## config.mk

```make
export PLATFORM = sky130hd
export DESIGN_NAME = ternary_mvm_engine_flat
export DESIGN_NICKNAME = d
export VERILOG_FILES = /design/src/rtl/ternary_mvm_engine_if.sv /design/src/rtl/ternary_mvm_engine.sv /design/src/flat_wrapper.sv
export SDC_FILE = /design/constraint.sdc
export NUM_CORES = 1
export LEC_CHECK = 0
export CORE_UTILIZATION = 45
export DETAILED_ROUTE_END_ITERATION = 10
export GPL_ROUTABILITY_DRIVEN = 0
export GPL_TIMING_DRIVEN = 0
export PLACE_DENSITY = 0.64
export SYNTH_ARGS = -nofsm -noshare
export SYNTH_HDL_FRONTEND = slang
export SYNTH_SLANG_ARGS = --single-unit
```

## constraint.sdc

```tcl
create_clock -name clk -period 41.9 [get_ports clk]
set_input_delay 10.475 -clock clk [delete_from_list [all_inputs] [get_ports clk]]
set_output_delay 10.475 -clock clk [all_outputs]
set_load 0.01 [all_outputs]
```

## src/rtl/ternary_mvm_engine_if.sv

```systemverilog
// Load/compute handshake and bit-serial result bus of the ternary MVM engine.
// The master drives weight words and activation bit-planes; the slave (the
// engine) returns one result bit per row per cycle with framing flags.
interface ternary_mvm_engine_if #(
  parameter int IN_LEN  = 12,
  parameter int OUT_LEN = 7
);
  logic               in_valid;
  logic               load_req;
  logic [IN_LEN-1:0]  in_data;
  logic [OUT_LEN-1:0] out_data;
  logic               out_valid;
  logic               out_first;
  logic               loading;

  modport master (
    output in_valid, load_req, in_data,
    input  out_data, out_valid, out_first, loading
  );

  modport slave (
    input  in_valid, load_req, in_data,
    output out_data, out_valid, out_first, loading
  );
endinterface

```

## src/rtl/ternary_mvm_engine.sv

```systemverilog
// Bit-serial ternary matrix-vector multiply engine.
// Holds an OUT_LEN x IN_LEN matrix of {hi,lo} ternary weights, accumulates
// each row's dot product over BIT_WIDTH activation bit-planes (LSB first),
// saturates to BIT_WIDTH signed and shifts results out LSB first per row.
module ternary_mvm_engine #(
  parameter int IN_LEN     = 12,
  parameter int OUT_LEN    = 7,
  parameter int BIT_WIDTH  = 8,
  parameter int SIGNED_ACT = 0
) (
  input logic                  clk,
  input logic                  rst_n,
  ternary_mvm_engine_if.slave  bus
);

  // Per-cycle partial sum spans -IN_LEN..+IN_LEN.
  localparam int PW    = $clog2(IN_LEN + 1) + 1;
  localparam int ACC_W = BIT_WIDTH + $clog2(IN_LEN + 1) + 1;
  localparam int LCW   = $clog2(2 * OUT_LEN);
  localparam int BCW   = (BIT_WIDTH > 1) ? $clog2(BIT_WIDTH) : 1;

  localparam logic [LCW-1:0] LOAD_LAST = LCW'(2 * OUT_LEN - 1);
  localparam logic [BCW-1:0] BIT_LAST  = BCW'(BIT_WIDTH - 1);
  localparam logic signed [ACC_W-1:0] SAT_MAX = ACC_W'((1 << (BIT_WIDTH - 1)) - 1);
  localparam logic signed [ACC_W-1:0] SAT_MIN = ~SAT_MAX;

  typedef enum logic {ST_LOAD, ST_MULT} state_t;

  state_t state, state_next;

  logic [LCW-1:0]            load_cnt;
  logic [BCW-1:0]            bit_cnt;
  logic [IN_LEN-1:0]         w_lo     [OUT_LEN];
  logic [IN_LEN-1:0]         w_hi     [OUT_LEN];
  logic signed [ACC_W-1:0]   acc      [OUT_LEN];
  logic signed [ACC_W-1:0]   acc_next [OUT_LEN];
  logic signed [PW-1:0]      psum     [OUT_LEN];
  logic [BIT_WIDTH-1:0]      result   [OUT_LEN];
  logic [BIT_WIDTH-1:0]      out_sr   [OUT_LEN];
  logic                      out_busy;
  logic [BCW-1:0]            out_cnt;

  logic load_word, load_done, plane_ok, last_plane, frame_done;

  // Qualified events for this cycle.
  always_comb begin
    load_word  = (state == ST_LOAD) && bus.in_valid;
    load_done  = load_word && (load_cnt == LOAD_LAST);
    plane_ok   = (state == ST_MULT) && bus.in_valid;
    last_plane = (bit_cnt == BIT_LAST);
    frame_done = plane_ok && last_plane;
  end

  // State register.
  always_ff @(posedge clk) begin
    // NOTE: every clocked assignment is non-blocking so all registers sample
    // the same pre-edge values regardless of statement order.
    if (!rst_n) state <= ST_LOAD;
    else        state <= state_next;
  end

  // Next-state logic: a full matrix enters MULT, load_req returns to LOAD.
  always_comb begin
    // NOTE: defaults first so no path through the block leaves a variable
    // unassigned, which would infer a latch.
    state_next = state;
    case (state)
      ST_LOAD: if (load_done)    state_next = ST_MULT;
      ST_MULT: if (bus.load_req) state_next = ST_LOAD;
      default: state_next = ST_LOAD;
    endcase
  end

  // Ternary partial sum per row: lo marks a non-zero weight, hi its sign.
  always_comb begin
    for (int r = 0; r < OUT_LEN; r++) begin
      psum[r] = '0;
      for (int i = 0; i < IN_LEN; i++) begin
        if (w_lo[r][i] && bus.in_data[i])
          psum[r] = w_hi[r][i] ? psum[r] - PW'(1) : psum[r] + PW'(1);
      end
    end
  end

  // Weighted accumulate (MSB plane negative for signed activations) and saturation.
  always_comb begin
    logic signed [ACC_W-1:0] term;
    term = '0;
    for (int r = 0; r < OUT_LEN; r++) begin
      term = {{(ACC_W - PW){psum[r][PW-1]}}, psum[r]};
      term = term <<< bit_cnt;
      if ((SIGNED_ACT != 0) && last_plane) acc_next[r] = acc[r] - term;
      else                                 acc_next[r] = acc[r] + term;
      if (acc_next[r] > SAT_MAX)      result[r] = SAT_MAX[BIT_WIDTH-1:0];
      else if (acc_next[r] < SAT_MIN) result[r] = SAT_MIN[BIT_WIDTH-1:0];
      else                            result[r] = acc_next[r][BIT_WIDTH-1:0];
    end
  end

  // Weight load, bit-plane counter and accumulators.
  always_ff @(posedge clk) begin
    if (!rst_n) begin
      load_cnt <= '0;
      bit_cnt  <= '0;
      // NOTE: the weight store is deliberately reset: a fresh engine must
      // compute with an all-zero matrix, not whatever powered up.
      for (int r = 0; r < OUT_LEN; r++) begin
        w_lo[r] <= '0;
        w_hi[r] <= '0;
        acc[r]  <= '0;
      end
    end else begin
      if (load_word) begin
        for (int r = 0; r < OUT_LEN; r++) begin
          if (int'(load_cnt[LCW-1:1]) == r) begin
            if (load_cnt[0]) w_hi[r] <= bus.in_data;
            else             w_lo[r] <= bus.in_data;
          end
        end
        load_cnt <= load_done ? '0 : load_cnt + 1'b1;
      end
      // Accumulate mid-frame; frame end, abort and load_req all clear.
      if (plane_ok && !last_plane && !bus.load_req) begin
        for (int r = 0; r < OUT_LEN; r++) acc[r] <= acc_next[r];
        bit_cnt <= bit_cnt + 1'b1;
      end else if (state == ST_MULT) begin
        for (int r = 0; r < OUT_LEN; r++) acc[r] <= '0;
        bit_cnt <= '0;
      end
    end
  end

  // Output shift register: a completed frame reloads it, else it shifts out.
  always_ff @(posedge clk) begin
    if (!rst_n) begin
      out_busy <= 1'b0;
      out_cnt  <= '0;
      for (int r = 0; r < OUT_LEN; r++) out_sr[r] <= '0;
    end else if (frame_done) begin
      out_busy <= 1'b1;
      out_cnt  <= '0;
      for (int r = 0; r < OUT_LEN; r++) out_sr[r] <= result[r];
    end else if (out_busy) begin
      for (int r = 0; r < OUT_LEN; r++) out_sr[r] <= out_sr[r] >> 1;
      if (out_cnt == BIT_LAST) begin
        out_busy <= 1'b0;
        out_cnt  <= '0;
      end else begin
        out_cnt <= out_cnt + 1'b1;
      end
    end
  end

  // Output bus, forced to zero whenever no result bit is present.
  always_comb begin
    bus.loading   = (state == ST_LOAD);
    bus.out_valid = out_busy;
    bus.out_first = out_busy && (out_cnt == '0);
    bus.out_data  = '0;
    for (int r = 0; r < OUT_LEN; r++) bus.out_data[r] = out_busy & out_sr[r][0];
  end

endmodule
```

## src/flat_wrapper.sv

```systemverilog
// flat-port wrapper written by rule: the top's interface ports become plain ports
module ternary_mvm_engine_flat 
#(
  parameter int IN_LEN     = 12,
  parameter int OUT_LEN    = 7,
  parameter int BIT_WIDTH  = 8,
  parameter int SIGNED_ACT = 0
)
  (clk, rst_n, bus_in_valid, bus_load_req, bus_in_data, bus_out_data, bus_out_valid, bus_out_first, bus_loading);
  ternary_mvm_engine_if #(.IN_LEN(IN_LEN), .OUT_LEN(OUT_LEN)) bus_i ();
  input logic clk;
  input logic rst_n;
  input wire logic [$bits(bus_i.in_valid)-1:0] bus_in_valid;
  input wire logic [$bits(bus_i.load_req)-1:0] bus_load_req;
  input wire logic [$bits(bus_i.in_data)-1:0] bus_in_data;
  output wire logic [$bits(bus_i.out_data)-1:0] bus_out_data;
  output wire logic [$bits(bus_i.out_valid)-1:0] bus_out_valid;
  output wire logic [$bits(bus_i.out_first)-1:0] bus_out_first;
  output wire logic [$bits(bus_i.loading)-1:0] bus_loading;
  assign bus_i.in_valid = bus_in_valid;
  assign bus_i.load_req = bus_load_req;
  assign bus_i.in_data = bus_in_data;
  assign bus_out_data = bus_i.out_data;
  assign bus_out_valid = bus_i.out_valid;
  assign bus_out_first = bus_i.out_first;
  assign bus_loading = bus_i.loading;
  ternary_mvm_engine #(.IN_LEN(IN_LEN), .OUT_LEN(OUT_LEN), .BIT_WIDTH(BIT_WIDTH), .SIGNED_ACT(SIGNED_ACT)) u_core (.clk(clk), .rst_n(rst_n), .bus(bus_i));
endmodule
```

Word level (Yosys, flattened, before mapping) --
Memory sizes are Yosys's and may differ from the RTL's. Cells that the tools add are included.
Storage, ports and cells: bits in registers 12, memories 4, output and inout bits 10, bits in writable memories 315, logic and storage cells 658
Memories:
- u_core.acc | depth 7, width 13, read ports 7, clocked after Yosys merged registers in 0, wr ports 7, RTL line ternary_mvm_engine.sv:35 | logic signed [ACC_W-1:0] acc [OUT_LEN];
- u_core.w_hi | depth 7, width 12, read ports 7, clocked after Yosys merged registers in 0, wr ports 7, RTL line ternary_mvm_engine.sv:34 | logic [IN_LEN-1:0] w_hi [OUT_LEN];
- u_core.w_lo | depth 7, width 12, read ports 7, clocked after Yosys merged registers in 0, wr ports 7, RTL line ternary_mvm_engine.sv:33 | logic [IN_LEN-1:0] w_lo [OUT_LEN];
- u_core.out_sr | depth 7, width 8, read ports 7, clocked after Yosys merged registers in 0, wr ports 7, RTL line ternary_mvm_engine.sv:39 | logic [BIT_WIDTH-1:0] out_sr [OUT_LEN];
Cells by class: shift-type cells 7, eq/ne operators 9, multiplexer cells 307, reductions and logical operators 97, $add $sub $neg 164, bitwise logic cells 51, order comparisons 14
Operators by type and width (number):
- two-way mux 5 bit | 168
- adder 5 x 2 -> 5 bit (second input constant) | 77
- subtractor 5 x 2 -> 5 bit (second input constant) | 77
- two-way mux 8 bit | 28
- two-way mux 13 bit | 14
- two-way mux 12 bit | 14
- adder 13 bit | 7
- > comparator 13 x 8 -> 1 bit (second input constant) | 7
- logical AND 1 bit | 91
- < comparator 13 x 8 -> 1 bit (second input constant) | 7
- <<< shifter 5 x 3 -> 13 bit | 7
- two-way mux 1 bit | 78
- bitwise OR 1 bit | 42
- equality test 3 bit (second input constant) | 6
- two-way mux 3 bit | 3
- AND 1 bit | 7
- adder 3 x 1 -> 3 bit (second input constant) | 2
- equality test 3 x 2 -> 1 bit (second input constant) | 2
- zero test 3 bit | 2
- adder 4 x 1 -> 4 bit (second input constant) | 1
- equality test 4 bit (second input constant) | 1
- two-way mux 4 bit | 1
- zero test 1 bit | 2
- inverter 1 bit | 2
- other kinds (3) | 3

Logic depth before layout (Yosys ltp) --
Gate-level depths: netlist of the first run.
word-level depth 42, mapped depth 70

Worst setup path after synthesis of the first run --
No wires, ideal clock.
path type input to register, start point input port bus_in_data[0], end point memory u_core.out_sr[0][2] (data pin), arrival 23.951 ns, cell stages on the path 65, path slack 17.688 ns, required time 41.639 ns, cells stage by stage buf_2 > nand3_1 > fa_1 > fa_1 > nand3b_1 > o21ai_0 > fa_1 > or2_2 > and2_1 > ha_1 > xnor2_1 > nor2_1 > a31oi_1 > inv_1 > ha_1 > xor2_1 > nor2_1 > a21oi_1 > (+29 left out) > xor2_1 > nor2_1 > xnor2_1 > xnor3_1 > xnor2_1 > nor2_1 > a211oi_1 > a211oi_1 > a211oi_1 > ha_1 > a21oi_1 > o21bai_1 > a41oi_1 > a21oi_1 > xor2_1 > or4_1 > and3_1 > a221o_1
RTL lines:
- start, declared | RTL line flat_wrapper.sv:15 | input wire logic [$bits(bus_i.in_data)-1:0] bus_in_data;
- end, declared | RTL line ternary_mvm_engine.sv:39

==> results of run 1 <==
## through the flow
stage	utilization	worst slack (ps)	instances
floorplan	-	17690	3732
finish	0.493	13980	4792
global route	0.493	12990	4788
detailed placement	0.475	13700	4712
global placement	0.475	13720	4711
CTS	0.493	14220	4788
## kinds of logic (layout without fill, tap and decap cells)
| logic type | count (synthesis) | after routing |
|---|---|---|
| AO/OA/AOI/OAI | 898 | 898 |
| XOR/XNOR | 403 | 403 |
| adder cells (fa/ha/maj) | 399 | 399 |
| buffers and inverters | 254 | 351 |
| flip-flops | 327 | 327 |
| multiplexers | 51 | 51 |
| other | 0 | 4 |
| AND/OR/NAND/NOR | 1400 | 1400 |
## worst max-delay path: cells and delay by family
| family | cells | cell delay, ps |
|---|---|---|
| simple gates | 18 | 2870 |
| buf+inv | 5 | 1620 |
| fa+ha+maj | 13 | 4980 |
| xor+xnor | 11 | 3210 |
| mux | 1 | 270 |
| compound gates | 19 | 4750 |
## cell usage in the layout, fill, tap and decap left out, drive strengths merged, types with 29 or more instances in the layout
cell,synthesis,routed
nor2,523,523
nand2,385,385
ha,301,301
edfxtp,273,273
a21oi,233,233
xnor2,231,231
clkbuf,131,187
xor2,135,135
and2,124,124
a21o,123,123
o21ai,113,113
inv,107,109
fa,98,98
nor3,88,88
nand3,73,73
a31oi,57,57
dfxtp,54,54
and3,52,52
a221o,33,33
mux2i,31,31
xnor3,29,29
## layout make-up
type | instances | share of cell area
clock inverter | 20 | 0.00514
buffer | 147 | 0.0160
multi-input combinational | 3151 | 0.639
sequential | 327 | 0.257
inverter | 107 | 0.0111
clock buffer | 56 | 0.0318
timing repair buffer | 21 | 0.00611
antenna | 4 | 0.000278
tap | 959 | 0.0333
## cells in the mapped netlist (30+ instances only)
master	count
nor2_1	523
xor2_1	135
edfxtp_1	273
o21ai_0	98
nor3_1	86
mux2i_1	30
and3_1	52
clkbuf_1	131
ha_1	301
nand3_1	73
a221o_1	33
a21oi_1	232
a21o_1	123
inv_1	104
nand2_1	384
fa_1	98
xnor2_1	220
a31oi_1	57
dfxtp_1	54
and2_1	122
## where the power goes
part           switching [uW]  total (uW)  internal, uW
Clock                     148         359           210
Sequential               11.7         383           371
Combinational             593         996           403
## path summary, 6_finish.rpt
check                        endpoint         startpoint  slack [ps]  cells after the start
setup / recovery  u_core.out_sr[0][6]     bus_in_data[0]       13980                     67
hold / removal       u_core.acc[6][8]   u_core.acc[6][8]         470                      2
setup reg to reg  u_core.out_sr[0][6]  u_core.w_lo[0][0]       25020                     65
hold reg to reg      u_core.acc[6][8]   u_core.acc[6][8]         470                      2
## routing by layer
metal / GRT usage / vias to the layer above
li1: - / 13700
met1: 0.347 / 13500
met2: 0.413 / 999
met3: 0.0330 / 204
met4: 0.109 / 0
met5: 0 / -
## state kept, by name, indices dropped and copies added, names as in the netlist, 3 cells and up
register and cells:
u_core.w_lo 84, u_core.w_hi 84, u_core.acc 91, u_core.out_sr 56, u_core.bit_cnt 3, u_core.load_cnt 4, u_core.out_cnt 3
==> flow_metrics.env, run 1 <==
export IMPL_rsz0062_at_grt="no"
export IMPL_wl_met3_mm=6.20
export IMPL_finalSetupViolations=0
export IMPL_io_pins=26
export IMPL_top_layer_used="met4"
export IMPL_grt_usage=0.257
export IMPL_critPathKind="in2reg"
export IMPL_stdcell_area_um2=36000
export IMPL_hold_class="reg2reg"
export IMPL_slew_headroom=0.0857
export IMPL_clock_latency_ps=580
export IMPL_maxSlewViolCount=0
export IMPL_tritoncts="done"
export IMPL_ir_drop_uv=34.6
export IMPL_leakage_uw=0.0154
export IMPL_worstMarginPinSlew_ps=1360
export IMPL_dpl_hpwl_mm=73.4
export IMPL_wl_per_cell_um=20.3
export IMPL_avgSynthCellArea_um2=8.92
export IMPL_synth_edf_count=273
export IMPL_cts_root_buf="clkbuf_16"
export IMPL_max_stage_delay_ps=970
export IMPL_finalPower_uw=1740
export IMPL_clkSinkCount=327
export IMPL_netlist_area_um2=33300
export IMPL_chipWidth_um=274
export IMPL_max_freq_mhz=35.8
export IMPL_post_cts_resized=0
export IMPL_synthesis_nets=4147
export IMPL_wl_met2_mm=43.8
export IMPL_synth_xor_xnor_area_share=0.125
export IMPL_drt_met1_wl_mm=43.1
export IMPL_area_growth_synth_to_final_pct=8.29
export IMPL_die_area_um2=75000
export IMPL_htreeDepth=2
export IMPL_syn_inst=3732
export IMPL_ff_latch_area_um2=9280
export IMPL_holdWs_ps=465
export IMPL_nNetsFinal=4211
export IMPL_required_ps=42220
export IMPL_cts_buffer_depth=3
export IMPL_fin_setup_tns_ps=0
export IMPL_cpMostUsedCell="ha_1"
export IMPL_outcome="finished clean"
export IMPL_drive_gt1_frac=0.0415
export IMPL_viasPerCell=5.92
export IMPL_endpoint_kind="flop"
export IMPL_synth_seq_cells=327
export IMPL_yosysTopAreaCellShare=0.246
export IMPL_dpl_cell_area_um2=34700
export IMPL_port_buffers=20
export IMPL_post_route_period_util=0.666
export IMPL_vias=28400
export IMPL_cp_start_kind="primary input"
export IMPL_grt_max_degree=32
export IMPL_period_minus_slack_ps=27920
export IMPL_wirelength_mm=97.1
export IMPL_power_density_nw_per_um2=48.2
export IMPL_drc_errors=0
export IMPL_synth_top_family_by_area="simple AND/OR/NAND/NOR gates"
export IMPL_ys_types=95
export IMPL_start_util=0.455
export IMPL_path_clk_slew_ps=60
export IMPL_synthTopCellsByArea="edfxtp_1, ha_1, nor2_1"
export IMPL_hold_violations=0
export IMPL_grt_overflow=0
export IMPL_drv_cap=0
export IMPL_hold_buffers=0
export IMPL_slowest_stage="xnor2_1"
export IMPL_ys_flop_type="edfxtp_1"
export IMPL_finalClockSkew_ps=22.3
export IMPL_cts_buffers=41
export IMPL_fp_dieH_um=274
export IMPL_yosys_area_top_type="edfxtp_1"
export IMPL_synth_fa_ha_area_frac=0.172
export IMPL_post_cts_buffers=0
export IMPL_multi_input_area_um2=23000
export IMPL_drt_iter0_markers=2364
export IMPL_rows=99
export IMPL_synth_compound_area_frac=0.186
export IMPL_synthArstFlopShare=0
export IMPL_nFillCells=7025
export IMPL_crit_arrival_ps=28230
export IMPL_grt_antenna_before_repair=2
export IMPL_cp_max_fo=10
export IMPL_ys_seq_area_frac=0.279
export IMPL_first_pass_iters=6
export IMPL_grt_pass1_wl_mm=151
export IMPL_ys_warn_count=0
export IMPL_yosys_area_share_simple=0.192
export IMPL_core_area_um2=73100
export IMPL_ant_nets=0
export IMPL_grt_pass1_vias=26800
export IMPL_synth_mux_area_frac=0.0162
Note: power is estimated with default switching activity, not from simulation.
==> inputs of run 2 (changes only) <==
==> constraint.sdc (replaced) <==
create_clock -name clk -period 29.1 [get_ports clk]
set_input_delay 7.275 -clock clk [delete_from_list [all_inputs] [get_ports clk]]
set_output_delay 7.275 -clock clk [all_outputs]
set_load 0.01 [all_outputs]
==> results of run 2 <==
The final DEF is identical to that of run 1. Status: finished clean.
Among the figures that moved: setup slack after placement 13700 ps -> 4100 ps; setup slack after layout 13980 ps -> 4380 ps; register-to-register setup slack 25020 ps -> 12220 ps; total power 1740 uW -> 2500 uW; worst IR drop on VDD 34.6 uV -> 49.9 uV
==> inputs of run 3 (changes only) <==
==> constraint.sdc (replaced) <==
create_clock -name clk -period 25.3 [get_ports clk]
set_input_delay 6.325 -clock clk [delete_from_list [all_inputs] [get_ports clk]]
set_output_delay 6.325 -clock clk [all_outputs]
set_load 0.01 [all_outputs]
==> results of run 3 <==
The final DEF is identical to that of run 1. Status: finished clean.
Among the figures that moved: setup slack after placement 13700 ps -> 1250 ps; setup slack after layout 13980 ps -> 1530 ps; register-to-register setup slack 25020 ps -> 8420 ps; total power 1740 uW -> 2880 uW; worst IR drop on VDD 34.6 uV -> 57.4 uV
